==> src/rtl/fetch_stage_pkg.sv <==
// Shared types for the rv32i front end.
//   rv32i_type  : base word type used across the pipeline.
//   fetch_types : fetch FSM states, the fetched-instruction packet,
//                 the canonical NOP encoding and a word-alignment helper.
package rv32i_type;
   typedef logic [31:0] rv32i_word;
endpackage

package fetch_types;
   import rv32i_type::*;

   typedef enum logic [1:0] {
      IDLE  = 2'd0,
      FETCH = 2'd1,
      STALL = 2'd2,
      DROP  = 2'd3
   } fetch_state_t;

   typedef struct packed {
      rv32i_word instr;
      rv32i_word pc;
   } fetch_pkt_t;

   localparam rv32i_word RV32I_NOP = 32'h0000_0013;

   // Force an address onto a 4-byte boundary.
   function automatic rv32i_word word_align(input rv32i_word addr);
      return addr & 32'hFFFF_FFFC;
   endfunction
endpackage

==> src/rtl/fetch_stage_buffer.sv <==
// fetch_buffer: one-entry register slice between instruction memory and decode.
// Ports:
//   clk, rst  : clock, synchronous active-high reset
//   load      : capture load_pkt and mark the slot valid
//   drain     : consumer took the current entry this cycle
//   flush     : discard the current entry (wrong path)
//   load_pkt  : instruction + PC to capture
//   valid     : slot holds an instruction
//   pkt       : held instruction + PC
// Priority is flush > load > drain, so a load in the same cycle as a drain
// overwrites the slot and keeps it valid.
module fetch_buffer
   import fetch_types::*;
(
   input  logic       clk,
   input  logic       rst,
   input  logic       load,
   input  logic       drain,
   input  logic       flush,
   input  fetch_pkt_t load_pkt,
   output logic       valid,
   output fetch_pkt_t pkt
);

   logic       valid_r;
   fetch_pkt_t pkt_r;

   // Slot occupancy and payload register.
   always_ff @(posedge clk) begin
      if (rst) begin
         valid_r     <= 1'b0;
         pkt_r.instr <= 32'h0000_0000;
         pkt_r.pc    <= 32'h0000_0000;
      end else if (flush) begin
         valid_r <= 1'b0;
      end else if (load) begin
         valid_r <= 1'b1;
         pkt_r   <= load_pkt;
      end else if (drain) begin
         valid_r <= 1'b0;
      end else begin
         valid_r <= valid_r;
      end
   end

   assign valid = valid_r;
   assign pkt   = pkt_r;

endmodule

==> src/rtl/fetch_stage.sv <==
// fetch_stage: PC register, instruction-memory request FSM and the
// valid/ready producer side feeding decode_stage.
// Ports:
//   clk, rst      : clock, synchronous active-high reset
//   imem_address  : word-aligned read address, stable while a request is open
//   imem_read     : read request, held until imem_resp
//   imem_rdata    : instruction data, valid with imem_resp
//   imem_resp     : one-cycle response strobe
//   redirect_i    : one-cycle flush/refetch pulse from a later stage
//   redirect_pc   : refetch target (low two bits ignored)
//   ready_i       : decode can accept this cycle
//   valid_o       : instruction/pc_o valid
//   instruction   : fetched instruction word
//   pc_o          : PC of instruction
module fetch_stage
   import rv32i_type::*;
   import fetch_types::*;
#(
   parameter rv32i_word RESET_PC = 32'h4000_0000
) (
   input  logic      clk,
   input  logic      rst,
   output rv32i_word imem_address,
   output logic      imem_read,
   input  rv32i_word imem_rdata,
   input  logic      imem_resp,
   input  logic      redirect_i,
   input  rv32i_word redirect_pc,
   input  logic      ready_i,
   output logic      valid_o,
   output rv32i_word instruction,
   output rv32i_word pc_o
);

   fetch_state_t state_r, state_next_s;
   rv32i_word    pc_r, pc_next_s;
   rv32i_word    addr_r;          // address of the open request
   logic         req_out_r;       // a request has been raised and awaits imem_resp
   logic         req_out_next_s;

   logic         buf_valid_s;
   fetch_pkt_t   buf_pkt_s;
   fetch_pkt_t   load_pkt_s;
   logic         drain_s;
   logic         buf_free_s;
   logic         issue_s;
   logic         accept_s;
   logic         flush_s;

   // A redirect kills the outgoing instruction in the same cycle.
   assign valid_o     = buf_valid_s & ~redirect_i;
   assign instruction = buf_pkt_s.instr;
   assign pc_o        = buf_pkt_s.pc;

   assign drain_s    = valid_o & ready_i;
   assign buf_free_s = ~buf_valid_s | drain_s;

   // A new request is only raised while the slot is empty or emptying, so
   // the response can never arrive into a full, stalled slot.
   assign issue_s  = (state_r == FETCH) & ~req_out_r & buf_free_s & ~redirect_i;
   assign accept_s = (state_r == FETCH) & req_out_r & imem_resp & ~redirect_i;
   assign flush_s  = redirect_i & (state_r != IDLE);

   assign imem_read    = req_out_r | issue_s;
   assign imem_address = req_out_r ? addr_r : pc_r;

   // Payload captured on an accepted response.
   always_comb begin
      load_pkt_s.instr = imem_rdata;
      load_pkt_s.pc    = pc_r;
   end

   fetch_buffer u_buffer (
      .clk      (clk),
      .rst      (rst),
      .load     (accept_s),
      .drain    (drain_s),
      .flush    (flush_s),
      .load_pkt (load_pkt_s),
      .valid    (buf_valid_s),
      .pkt      (buf_pkt_s)
   );

   // State, PC and open-request registers.
   always_ff @(posedge clk) begin
      if (rst) begin
         state_r   <= IDLE;
         pc_r      <= RESET_PC;
         req_out_r <= 1'b0;
      end else begin
         state_r   <= state_next_s;
         pc_r      <= pc_next_s;
         req_out_r <= req_out_next_s;
      end
   end

   // Latch the request address when it is first raised so DROP keeps the
   // old address on the bus even after the PC moves to a redirect target.
   always_ff @(posedge clk) begin
      if (rst) begin
         addr_r <= RESET_PC;
      end else if (issue_s) begin
         addr_r <= pc_r;
      end else begin
         addr_r <= addr_r;
      end
   end

   // Next-state, next-PC and request bookkeeping.
   always_comb begin
      state_next_s   = state_r;
      pc_next_s      = pc_r;
      req_out_next_s = req_out_r;
      case (state_r)
         IDLE: begin
            state_next_s   = FETCH;
            req_out_next_s = 1'b0;
         end
         FETCH: begin
            if (redirect_i) begin
               pc_next_s = word_align(redirect_pc);
               if (req_out_r && !imem_resp) begin
                  state_next_s   = DROP;
                  req_out_next_s = 1'b1;
               end else begin
                  state_next_s   = FETCH;
                  req_out_next_s = 1'b0;
               end
            end else if (req_out_r) begin
               if (imem_resp) begin
                  pc_next_s      = pc_r + 32'd4;
                  state_next_s   = FETCH;
                  req_out_next_s = 1'b0;
               end else begin
                  state_next_s   = FETCH;
                  req_out_next_s = 1'b1;
               end
            end else if (buf_free_s) begin
               state_next_s   = FETCH;
               req_out_next_s = 1'b1;
            end else begin
               state_next_s   = STALL;
               req_out_next_s = 1'b0;
            end
         end
         STALL: begin
            req_out_next_s = 1'b0;
            if (redirect_i) begin
               pc_next_s    = word_align(redirect_pc);
               state_next_s = FETCH;
            end else if (drain_s) begin
               state_next_s = FETCH;
            end else begin
               state_next_s = STALL;
            end
         end
         DROP: begin
            if (redirect_i) begin
               pc_next_s = word_align(redirect_pc);
            end else begin
               pc_next_s = pc_r;
            end
            if (imem_resp) begin
               state_next_s   = FETCH;
               req_out_next_s = 1'b0;
            end else begin
               state_next_s   = DROP;
               req_out_next_s = 1'b1;
            end
         end
         default: begin
            state_next_s   = IDLE;
            pc_next_s      = pc_r;
            req_out_next_s = 1'b0;
         end
      endcase
   end

endmodule
==> config.mk <==
export PLATFORM = sky130hd
export DESIGN_NAME = fetch_stage
export DESIGN_NICKNAME = d
export VERILOG_FILES = /design/src/rtl/fetch_stage_pkg.sv /design/src/rtl/fetch_stage_buffer.sv /design/src/rtl/fetch_stage.sv
export SDC_FILE = /design/constraint.sdc
export NUM_CORES = 1
export LEC_CHECK = 0
export CORE_MARGIN = 10
export CORE_UTILIZATION = 48
export CTS_CLUSTER_SIZE = 14
export DETAILED_ROUTE_END_ITERATION = 16
export GPL_TIMING_DRIVEN = 1
export PLACE_DENSITY_LB_ADDON = 0.15
export RECOVER_POWER = 25
export SLEW_MARGIN = 20
export SYNTH_ARGS = -nofsm -noshare
export SYNTH_HDL_FRONTEND = slang
export SYNTH_SLANG_ARGS = --single-unit
==> constraint.sdc <==
create_clock -name clk -period 2.7 [get_ports clk]
set_clock_uncertainty 0.2 [all_clocks]
set_input_delay 0.54 -clock clk [delete_from_list [all_inputs] [get_ports clk]]
set_output_delay 0.54 -clock clk [all_outputs]
set_load 0.01 [all_outputs]
# ---- After elaboration in Yosys (flattened, before gate mapping)
# Cells that the tools add are included.
dict set report word_totals {
  regBits 132
  inputBits 69
  output_inout_bits 98
  wordCells 62
}
dict set report classes {
  n_addsub 1
  n_eq_ne 6
  mux 22
  n_bitwise 15
  reduce_logical 11
}
# cell count
set ops {}
lappend ops {{2-to-1 mux 32 bit} 5}
lappend ops {{case mux 32 bit (2 select lines)} 1}
lappend ops {{adder 32 x 3 -> 32 bit, second input constant} 1}
lappend ops {{2-to-1 mux 2 bit} 7}
lappend ops {{AND 1 bit} 9}
lappend ops {{case mux 2 bit (4 select lines)} 1}
lappend ops {{2-to-1 mux 1 bit} 7}
lappend ops {{inequality test 3 bit, second input constant} 2}
lappend ops {{nonzero test 2 bit} 3}
lappend ops {{OR reduction 2 bit} 3}
lappend ops {{== test 2 bit, second input constant} 2}
lappend ops {{NOT 1 bit} 4}
lappend ops {{AND reduction 4 bit} 1}
lappend ops {{case mux 1 bit (3 select lines)} 1}
lappend ops {{== test 2 x 1 -> 1 bit, second input constant} 1}
lappend ops {{zero test 2 bit} 1}
lappend ops {{inequality test 2 x 1 -> 1 bit, second input constant} 1}
lappend ops {{OR 1 bit} 2}
lappend ops {{AND reduction 2 bit} 1}
lappend ops {{logical AND 1 bit} 1}
lappend ops {{zero test 1 bit} 1}

# ---- Logic depth before layout (Yosys ltp)
# Gate-level depths: netlist (run 1).
dict set report depth {
  word_depth 8
  ltp_mapped 7
  mapped_depth_nobuf 5
}

# ---- Hierarchy
# From an unflattened synthesis (run 1), not the netlist that was laid out.
dict set report unflattened {
  cells_unflattened 756
  area_unflattened_um2 6895.4
}
# module n_inst cells_each area_each_um2 seq_area_each_um2
set modules_own_cells {}
lappend modules_own_cells {fetch_stage 1 460 3627.2 1261.2}
lappend modules_own_cells {fetch_buffer 1 296 3268.1 1301.2}

# ---- Least setup slack after synthesis (run 1)
# No wires, ideal clock.
dict set report synth_timing {
  path_kind {input-to-output}
  start {in redirect_i}
  end {out imem_read}
  t_arrival_ns 1.492
  required_time_ns 1.960
  slack_ns 0.468
  stages 5
  cell_sequence {or2_1 > clkbuf_1 > or4_1 > clkbuf_1 > nand2b_1}
}
dict set report synth_between {
  elab_chain_len 7
}
# element line_no
set synth_rtl {}
lappend synth_rtl {{from (decl)} fetch_stage.sv:27} ;# input logic redirect_i,
lappend synth_rtl {{NOT 1 bit *} {fetch_stage.sv:51, fetch_stage.sv:60}}
lappend synth_rtl {{AND 1 bit} fetch_stage.sv:51} ;# assign valid_o = buf_valid_s & ~redirect_i;
lappend synth_rtl {{AND 1 bit} fetch_stage.sv:55} ;# assign drain_s = valid_o & ready_i;
lappend synth_rtl {{OR 1 bit} fetch_stage.sv:56} ;# assign buf_free_s = ~buf_valid_s | drain_s;
lappend synth_rtl {{AND 1 bit} fetch_stage.sv:60} ;# assign issue_s = (state_r == FETCH) & ~req_out_r & buf_free_s & ~redirect_i;
lappend synth_rtl {{AND 1 bit *} fetch_stage.sv:60}
lappend synth_rtl {{OR 1 bit *} fetch_stage.sv:64} ;# assign imem_read = req_out_r | issue_s;
lappend synth_rtl {{to (decl)} fetch_stage.sv:24} ;# output logic imem_read,
# Mark *: on every way between the ends. The rest lies on a longest branch, timed or not.

# ---- Final worst setup path (run 1)
dict set report layout_timing {
  start {reg req_out_r}
  end {out imem_address[2]}
}
dict set report layout_between {
  elab_chain_len 1
}
# element line_no
set layout_rtl {}
lappend layout_rtl {{from (decl)} fetch_stage.sv:38} ;# logic req_out_r;
lappend layout_rtl {{from (signal assigned)} fetch_stage.sv:93} ;# req_out_r <= req_out_next_s;
lappend layout_rtl {{2-to-1 mux 32 bit} fetch_stage.sv:65} ;# assign imem_address = req_out_r ? addr_r : pc_r;
lappend layout_rtl {{to (decl)} fetch_stage.sv:23} ;# output rv32i_word imem_address,
# Every way passes these cells.

==> impl_metrics.tcl, run 1 <==
set metrics [dict create \
    place_congestion 0.909 \
    hold_buffers 0 \
    yosys_warnings 0 \
    hold_viol 0 \
    htree_num_levels 4 \
    p_sw_frac 0.236 \
    p_seq_frac 0.407 \
    drc 0 \
    synth_top_family_by_area "simple AND/OR/NAND/NOR gates" \
    instances_no_fill 1126 \
    synth_edf_count 0 \
    grt_use_total 0.227 \
    drt_iter0_markers 637 \
    grt_start_max_net_pins 57 \
    dieArea_um2 17300 \
    synthMuxAreaShare 0.0505 \
    synth.cell_area_um2 5970 \
    synth_flop_cell "dfxtp_1" \
    max-cap-violations 0 \
    p_per_area_nw_per_um2 574 \
    hold_path.class "reg2reg" \
    critPathLaunchType "register" \
    die_x_um 132 \
    crit_path_max_fanout 14 \
    drive_above_1_share 0.120 \
    cts.clk_slew.worst_paths_ns 0.05 \
    wire_per_inst_um 18.1 \
    synth_adder_area_share 0.00209 \
    maxSlewHeadroom 0.443 \
    rsz0062_at_grt "false" \
    period_minus_slack_ns 2.65 \
    leakagePower_nw 2.91 \
    drtAntennaViolNets 0 \
    seq_area_frac_synth 0.422 \
    dr.pass1.iters 5 \
    cp.arrival_ns 1.91 \
    cts_buffers 17 \
    syn_inst 792 \
    nets 1016 \
    slew_violations 0 \
    dp_hpwl_mm 14.5 \
    clockBufferDepth 2 \
    fmax_ghz 0.377 \
    post_synth.cell_area_avg_um2 7.54 \
    power_mw 4.86 \
    floorplan.initialDensity 0.493 \
    clock_sinks 126 \
    wirelength_mm 20.4 \
    final-setup-viol-count 0 \
    die_h_um 132 \
    grt_pass1_wl_mm 32.6 \
    via_per_inst 5.65 \
    p_sw_mw 1.15 \
    clkLatencyLatePin_ns 0.42 \
    status "finished, final reports clean" \
    crit_required_ns 1.96 \
    rows 40 \
    area_delta_synth_final_pct 41.7 \
    grt_overflow 0 \
    io_buffers 160 \
    fin_crit_sh 0.983 \
    fin_tns_setup_ns 0 \
    ys_top_cells_by_area "dfxtp_1 42%, nand2_1 14%, a21oi_1 9.1%" \
    yosys.area.top_type_share 0.422 \
    vias 6365 \
    dp.cells 1094 \
    critPathCaptureType "primary output" \
    ys_async_sr_fraction 0 \
    antenna_found_initial 0 \
    grt_pass1_vias 6247 \
    yosys.cell_types.count 55 \
    diodes 0 \
    p_clk_frac 0.474 \
    path_class "reg2out" \
    comb_power_share 0.118 \
    coreArea_um2 12100 \
    cts_tree "done" \
    synth_xor_xnor_area_share 0 \
    ios 167 \
    synth-seq-cells 126 \
    yosys.area.top_type "dfxtp_1" \
    ir_drop_mv 0.377 \
    synth-compound-area-share 0.196 \
    p_int_mw 3.71 \
    synthTopCellsByCount "222 x nand2_1, 126 x dfxtp_1, 109 x a21oi_1, 56 x clkbuf_1, 27 x nor2_1" \
    worstMarginPinSlew_ns 0.835 \
    yosys.area_share.simple 0.265 \
    yosysMostFrequentCell "nand2_1" \
    cts-root-buf "clkbuf_16" \
]
area by class of cell:
cell class	instances	area, um^2
Fill cell	1024	3640
Sequential cell	126	2520
Multi-Input combinational cell	580	3100
Tap cell	168	210
Clock inverter	7	110
Clock buffer	24	482
Timing Repair Buffer	213	2020
Inverter	8	30.0
repair_timing:
item                                    4_1_cts  5_1_grt
buffers inserted                              0        1
resized for setup                             6        3
endpoints found under the hold margin         0        0
pin swaps                                     0        2
endpoints found under the setup margin        2        2
logic make-up (layout without fill, tap and decap cells):
family	Yosys count	after routing
other	1	4
multiplexers	27	27
AND/OR/NAND/NOR	351	351
AO/OA/AOI/OAI	197	197
adder cells (fa/ha/maj)	1	1
buffers and inverters	89	252
flip-flops	126	126
sequential cells by signal, summed over array words and instances, names as in the netlist:
register and cells:
pc_r 30, req_out_r 1, addr_r 30, u_buffer.pkt 62
state_r 2, u_buffer.valid 1
path summary, 6_finish.rpt:
| kind | end | cells past startpoint | slack, ns | from |
|---|---|---|---|---|
| worst min-delay path | u_buffer.pkt[4] | 2 | 0.25 | u_buffer.pkt[4] |
| worst min register to register | u_buffer.pkt[4] | 2 | 0.25 | u_buffer.pkt[4] |
| worst max register to register | u_buffer.pkt[10] | 7 | 0.35 | req_out_r |
| worst max-delay path | imem_address[2] | 3 | 0.05 | req_out_r |
metal layers:
layer / wire, um / GRT usage / vias up
met5: 0 / 0 / -
met2: 9800 / 0.378 / 273
met4: 386 / 0.0878 / 0
met1: 8210 / 0.256 / 3003
li1: - / - / 3054
met3: 2000 / 0.0873 / 35
layout by cell type, fill, tap and decap left out, drive strengths merged, types with 3 or more instances in the layout:
cell / synthesis / routed
a211oi: 3 / 3
nand3b: 4 / 4
nor2b: 4 / 4
o31ai: 3 / 3
o211ai: 9 / 9
nand4: 18 / 18
nor2: 27 / 27
or2: 3 / 3
or3: 7 / 7
inv: 8 / 8
dfxtp: 126 / 126
a32oi: 10 / 10
a31oi: 12 / 12
nand3: 20 / 20
a311oi: 3 / 3
and3: 7 / 7
o21ai: 22 / 22
nor4: 11 / 11
clkdlybuf4s50: 0 / 155
clkbuf: 57 / 28
a21o: 7 / 7
nor3: 10 / 10
and2: 5 / 5
or4: 5 / 5
bufinv: 0 / 3
clkinv: 0 / 4
o41ai: 4 / 4
nand2: 222 / 222
conb: 1 / 4
a21oi: 109 / 109
mux2: 25 / 25
buf: 24 / 51
through the flow:
step / cell area, um^2 / hold WS (ns) / util / setup slack [ns]
6_report: 8470 / 0.251 / 0.699 / 0.0466
5_1_grt: 8470 / 0.266 / 0.699 / 0.0140
4_1_cts: 8500 / 0.253 / 0.702 / 0.00380
3_5_place_dp: 7890 / 0.246 / 0.652 / -0.348
3_3_place_gp: 7890 / 0.238 / 0.652 / -0.268
2_1_floorplan: 5990 / 0.232 / - / 0.468
power by group through the flow:
stage / clock [mW] / combinational [mW] / sequential, mW
final: 2.30 / 0.576 / 1.98
after global routing: 2.41 / 0.621 / 1.99
after CTS: 2.32 / 0.573 / 1.98
after detailed placement: 0 / 0.565 / 2.02
after global placement: 0 / 0.556 / 2.02
after floorplan: 0 / 0.299 / 1.98
worst max-delay path, cell delays in order (launching register included):
cell	delay, ns
dfxtp_2	0.38
buf_6	0.21
mux2_2	0.40
clkdlybuf4s50_1	0.50
Power figures use the tool's default switching activity.
==> run 2, diff against run 1 <==
--- a/config.mk
+++ b/config.mk
@@ -11,7 +11,7 @@
 export DETAILED_ROUTE_END_ITERATION = 16
 export GPL_TIMING_DRIVEN = 1
 export PLACE_DENSITY_LB_ADDON = 0.15
-export RECOVER_POWER = 25
+export RECOVER_POWER = 100
 export SLEW_MARGIN = 20
 export SYNTH_ARGS = -nofsm -noshare
 export SYNTH_HDL_FRONTEND = slang
==> run 2 against run 1 <==
Sequential cell count is the same. Power is essentially flat. Routed wire length shrank 0.18%. Critical path depth is the same. Worst hold slack lost 0.0036 ns. Register-to-register slack is essentially flat. Final cell count is the same. Fmax shrank 0.53%. Worst setup slack lost 0.014 ns. Critical path type unchanged. Largest power group unchanged.
==> impl_metrics.tcl, run 2 (synthesized netlist as in run 1, its figures left out) <==
set metrics [dict create \
    wire_per_inst_um 18.1 \
    multi_input_area_um2 3080 \
    dp.cells 1094 \
    diodes 0 \
    wirelength_mm 20.4 \
    drive_above_1_share 0.114 \
    area_delta_synth_final_pct 41.3 \
    htree_num_levels 4 \
    setup_ws_ns 0.0325 \
    grt_overflow 0 \
    drc 0 \
    via_per_inst 5.71 \
    dr.pass1.iters 5 \
    hp-start "u_buffer.pkt[4]" \
    grt_start_max_net_pins 57 \
    fin_util 0.697 \
    period_minus_slack_ns 2.67 \
    crit_path_max_fanout 14 \
    clockBufferDepth 2 \
    fin_tns_setup_ns 0 \
    place_congestion 0.909 \
    nets 1016 \
    r2r_cells 4 \
    fill_cells 1031 \
    cts_tree "done" \
    r2r_start "pc_r[6]" \
    status "finished, final reports clean" \
    rows 40 \
    dieArea_um2 17300 \
    dpl_cell_area_um2 7890 \
    critPathCaptureType "primary output" \
    holdPathEnd "u_buffer.pkt[4]" \
    io_buffers 160 \
    dp_hpwl_mm 14.5 \
    slew_violations 0 \
    floorplan.initialDensity 0.493 \
    final_cell_mix "222 x nand2_1, 125 x dfxtp_1, 109 x a21oi_1" \
    maxSlewHeadroom 0.449 \
    max-cap-violations 0 \
    cp.arrival_ns 1.93 \
    final-setup-viol-count 0 \
    leakagePower_nw 3.13 \
    clock_sinks 126 \
    instances_no_fill 1126 \
    seq_area_um2 2520 \
    hold_slack_ns 0.247 \
    fin_crit_sh 0.988 \
    crit_required_ns 1.96 \
    hold_viol 0 \
    critPathLaunchType "register" \
    path_class "reg2out" \
    vias 6425 \
    largest_reg_flops 62 \
    hold_path.class "reg2reg" \
    final_area_um2 8440 \
    ir_drop_mv 0.376 \
    coreArea_um2 12100 \
    fmax_ghz 0.375 \
    worstReg2RegEnd "pc_r[31]" \
    crit_path_top_delay_cell "clkdlybuf4s50_1" \
    cts-root-buf "clkbuf_16" \
    cts.clk_slew.worst_paths_ns 0.05 \
    p_per_area_nw_per_um2 576 \
    drtAntennaViolNets 0 \
    die_h_um 132 \
    hold_buffers 0 \
    worstMarginPinSlew_ns 0.826 \
    drt_iter0_markers 621 \
    rrSetupSlack_ns 0.36 \
    hold_depth 2 \
    antenna_found_initial 0 \
    detailedPlace.worstSlack_ns -0.348 \
    slowest_delay_ns 0.51 \
    cts_buffers 17 \
    cp_cell_sequence "buf_6 -> mux2_1 -> clkdlybuf4s50_1" \
    power_mw 4.86 \
    final_common_cell "nand2_1" \
    die_x_um 132 \
    clkLatencyLatePin_ns 0.42 \
    rsz0062_at_grt "false" \
    grt_pass1_wl_mm 32.6 \
    grt_use_total 0.227 \
    ios 167 \
    grt_pass1_vias 6247 \
]
## run 2: how the worst max path moves through the flow
stage | startpoint | end | slack (ns) | cells past startpoint
after detailed placement | redirect_i | imem_read | -0.35 | 5
after floorplan | redirect_i | imem_read | 0.47 | 5
final | req_out_r | imem_address[2] | 0.03 | 3
after CTS | redirect_i | imem_read | 0.004 | 5
after global routing | req_out_r | imem_address[2] | 0.01 | 3
after global placement | redirect_i | imem_read | -0.27 | 5
## run 2: where the power goes
group / leakage, nW / internal (mW) / switching, mW / total [mW]
clock network: 0.294 / 1.51 / 0.798 / 2.31
registers: 1.02 / 1.91 / 0.0689 / 1.98
logic: 1.81 / 0.282 / 0.286 / 0.568
## run 2: metal layers
| metal | wire (um) | GRT usage | up-vias |
|---|---|---|---|
| li1 | - | - | 3057 |
| met1 | 8090 | 0.256 | 3017 |
| met2 | 9780 | 0.378 | 307 |
| met3 | 2050 | 0.0873 | 44 |
| met4 | 436 | 0.0878 | 0 |
| met5 | 0 | 0 | - |
## run 2: worst max-delay path, delay by kind of cell, from the launching register on
kind / cells / cell delay [ns]
buf+inv: 2 / 0.72
mux: 1 / 0.40
flops: 1 / 0.38
## run 2: area by class of cell
type	instances	area share
clock inverters	7	0.0130
inverters	8	0.00356
clock buffers	24	0.0571
multi-input cells	580	0.365
repair buffers	213	0.237
flip-flops and latches	126	0.299
well taps	168	0.0249
## run 2: timing repair
item | CTS | global route
endpoints found under the setup margin | 2 | 2
resized for setup | 6 | 3
hold endpoints to repair | 0 | 0
setup buffers | 0 | 1
pin swaps | 0 | 2
==> run 3, diff against run 2 <==
--- a/config.mk
+++ b/config.mk
@@ -6,7 +6,7 @@
 export NUM_CORES = 1
 export LEC_CHECK = 0
 export CORE_MARGIN = 10
-export CORE_UTILIZATION = 48
+export CORE_UTILIZATION = 52
 export CTS_CLUSTER_SIZE = 14
 export DETAILED_ROUTE_END_ITERATION = 16
 export GPL_TIMING_DRIVEN = 1
==> constraint.sdc (replaced) <==
create_clock -name clk -period 3.3 [get_ports clk]
set_clock_uncertainty 0.2 [all_clocks]
set_input_delay 0.66 -clock clk [delete_from_list [all_inputs] [get_ports clk]]
set_output_delay 0.66 -clock clk [all_outputs]
set_load 0.01 [all_outputs]
==> run 3 against run 2 <==
Routed wire length shrank 4.9%. Design area down 3.4%. Die area decreased by 6.5%. Largest power group unchanged. Combinational power down 30%. Critical endpoint is now imem_address[16]. Worst setup slack gained 0.17 ns. Sequential share of layout area is 1.0 points higher. Critical path depth stayed put. Clock power shrank 21%. Register-to-register slack improved by 0.36 ns. Count of clock-buffer cells in the layout is 3 lower. Highest routed layer unchanged. Sequential cell count is the same. Worst hold slack about the same.
==> impl_metrics.tcl, run 3 (synthesized netlist as in run 1, its figures left out) <==
set metrics [dict create \
    slew_violations 0 \
    wirelength_mm 19.4 \
    routed.top_layer "met4" \
    maxSlewHeadroom 0.240 \
    largest_reg_flops 62 \
    die_h_um 127 \
    dr_wl_met2_mm 9.36 \
    ir_drop_mv 0.417 \
    floorplan.initialDensity 0.528 \
    grt_start_max_net_pins 75 \
    cts_tree "done" \
    wire_per_inst_um 18.1 \
    cts.clk_slew.worst_paths_ns 0.05 \
    rows 39 \
    fin_util 0.720 \
    r2r_start "req_out_r" \
    clockBufferDepth 2 \
    final-setup-viol-count 0 \
    cp-startpoint "req_out_r" \
    period_minus_slack_ns 3.10 \
    path_class "reg2out" \
    io_buffers 160 \
    grt_overflow 0 \
    fmax_ghz 0.323 \
    hold_buffers 0 \
    dr.pass1.iters 5 \
    antenna_found_initial 0 \
    drtAntennaViolNets 0 \
    htree_num_levels 4 \
    hp-start "u_buffer.pkt[26]" \
    cp.arrival_ns 2.24 \
    leakagePower_nw 3.02 \
    met3_length_mm 2.02 \
    via_per_inst 5.83 \
    crit_required_ns 2.44 \
    final_common_cell "nand2_1" \
    coreArea_um2 11300 \
    fin_crit_sh 0.938 \
    hold_viol 0 \
    grt_pass1_vias 6127 \
    crit_path_max_fanout 43 \
    die_x_um 127 \
    ios 167 \
    dieArea_um2 16200 \
    clkLatencyLatePin_ns 0.42 \
    max-cap-violations 0 \
    clock_sinks 126 \
    drt_iter0_markers 549 \
    nets 985 \
    hold_path.class "reg2reg" \
    critPathLaunchType "register" \
    worstMarginPinSlew_ns 1.14 \
    diodes 0 \
    cts-root-buf "clkbuf_16" \
    final_cell_mix "221 x nand2_1, 126 x dfxtp_1, 109 x a21oi_1" \
    status "finished, final reports clean" \
    place_congestion 0.851 \
    rsz0062_at_grt "false" \
    drc 0 \
    cts_buffers 17 \
    grt_use_total 0.233 \
    fin_tns_setup_ns 0 \
    critPathCaptureType "primary output" \
    area_delta_synth_final_pct 36.5 \
    met1Wirelength_mm 7.61 \
    p_per_area_nw_per_um2 475 \
    grt_pass1_wl_mm 31.1 \
    vias 6241 \
    drive_above_1_share 0.0916 \
    dp_hpwl_mm 13.3 \
]
==> run 3: cell types whose count changed in the layout (fill, tap and decap cells not counted), sizes merged <==
cell | previous run | this run
clkdlybuf4s50 | 89 | 70
clkbuf | 32 | 28
clkinv | 4 | 5
dlymetal6s4s | 0 | 1
clkinvlp | 0 | 4
bufinv | 3 | 2
dlymetal6s2s | 1 | 0
dlygate4sd3 | 68 | 88
buf | 47 | 16
==> run 3: layout make-up <==
class                      instances  area (um^2)
clock buffer                      21          470
multi-input combinational        580         3090
clock inverter                    11          115
inverter                           8         30.0
fill                             942         3170
timing repair buffer             182         1740
sequential                       126         2520
tap                              143          179
==> run 3: metrics by stage <==
| stage | std cells | area, um^2 | setup slack, ns | hold slack [ns] | power [mW] |
|---|---|---|---|---|---|
| 2_1_floorplan | 795 | 5990 | 0.828 | 0.232 | 1.86 |
| 3_3_place_gp | 1039 | 7600 | 0.0801 | 0.238 | 2.07 |
| 3_5_place_dp | 1039 | 7600 | 0.0714 | 0.245 | 2.08 |
| 4_1_cts | 1071 | 8180 | 0.0600 | 0.253 | 3.90 |
| 5_1_grt | 1071 | 8150 | 0.116 | 0.266 | 4.00 |
| 6_report | 1071 | 8150 | 0.203 | 0.248 | 3.87 |
==> run 3: worst max-delay path, cell delays in order (launching register included) <==
cell,delay (ns)
dfxtp_1,0.32
buf_4,0.45
mux2_2,0.39
dlygate4sd3_1,0.62
==> run 3: power by group <==
part           switching (mW)  internal, mW  total, mW
Combinational           0.202         0.198      0.400
Sequential             0.0763          1.56       1.64
Clock                   0.672          1.16       1.83
Total                   0.950          2.92       3.87
==> run 3: routing by layer <==
layer / vias to the layer above / track usage
met5: - / 0
met4: 0 / 0.0857
met3: 29 / 0.0964
met2: 282 / 0.381
met1: 2940 / 0.266
li1: 2990 / -
==> run 3: final timing paths <==
path                                    endpoint  slack (ns)  depth (start not counted)
worst max-delay path            imem_address[16]        0.20                          3
worst min-delay path            u_buffer.pkt[26]        0.25                          2
worst max register to register          pc_r[22]        0.72                          6
worst min register to register  u_buffer.pkt[26]        0.25                          2
==> run 3: what timing repair did <==
item / CTS / global route
gates resized for setup: 0 / 1
setup endpoints to repair: 0 / 1
setup buffers: 0 / 0
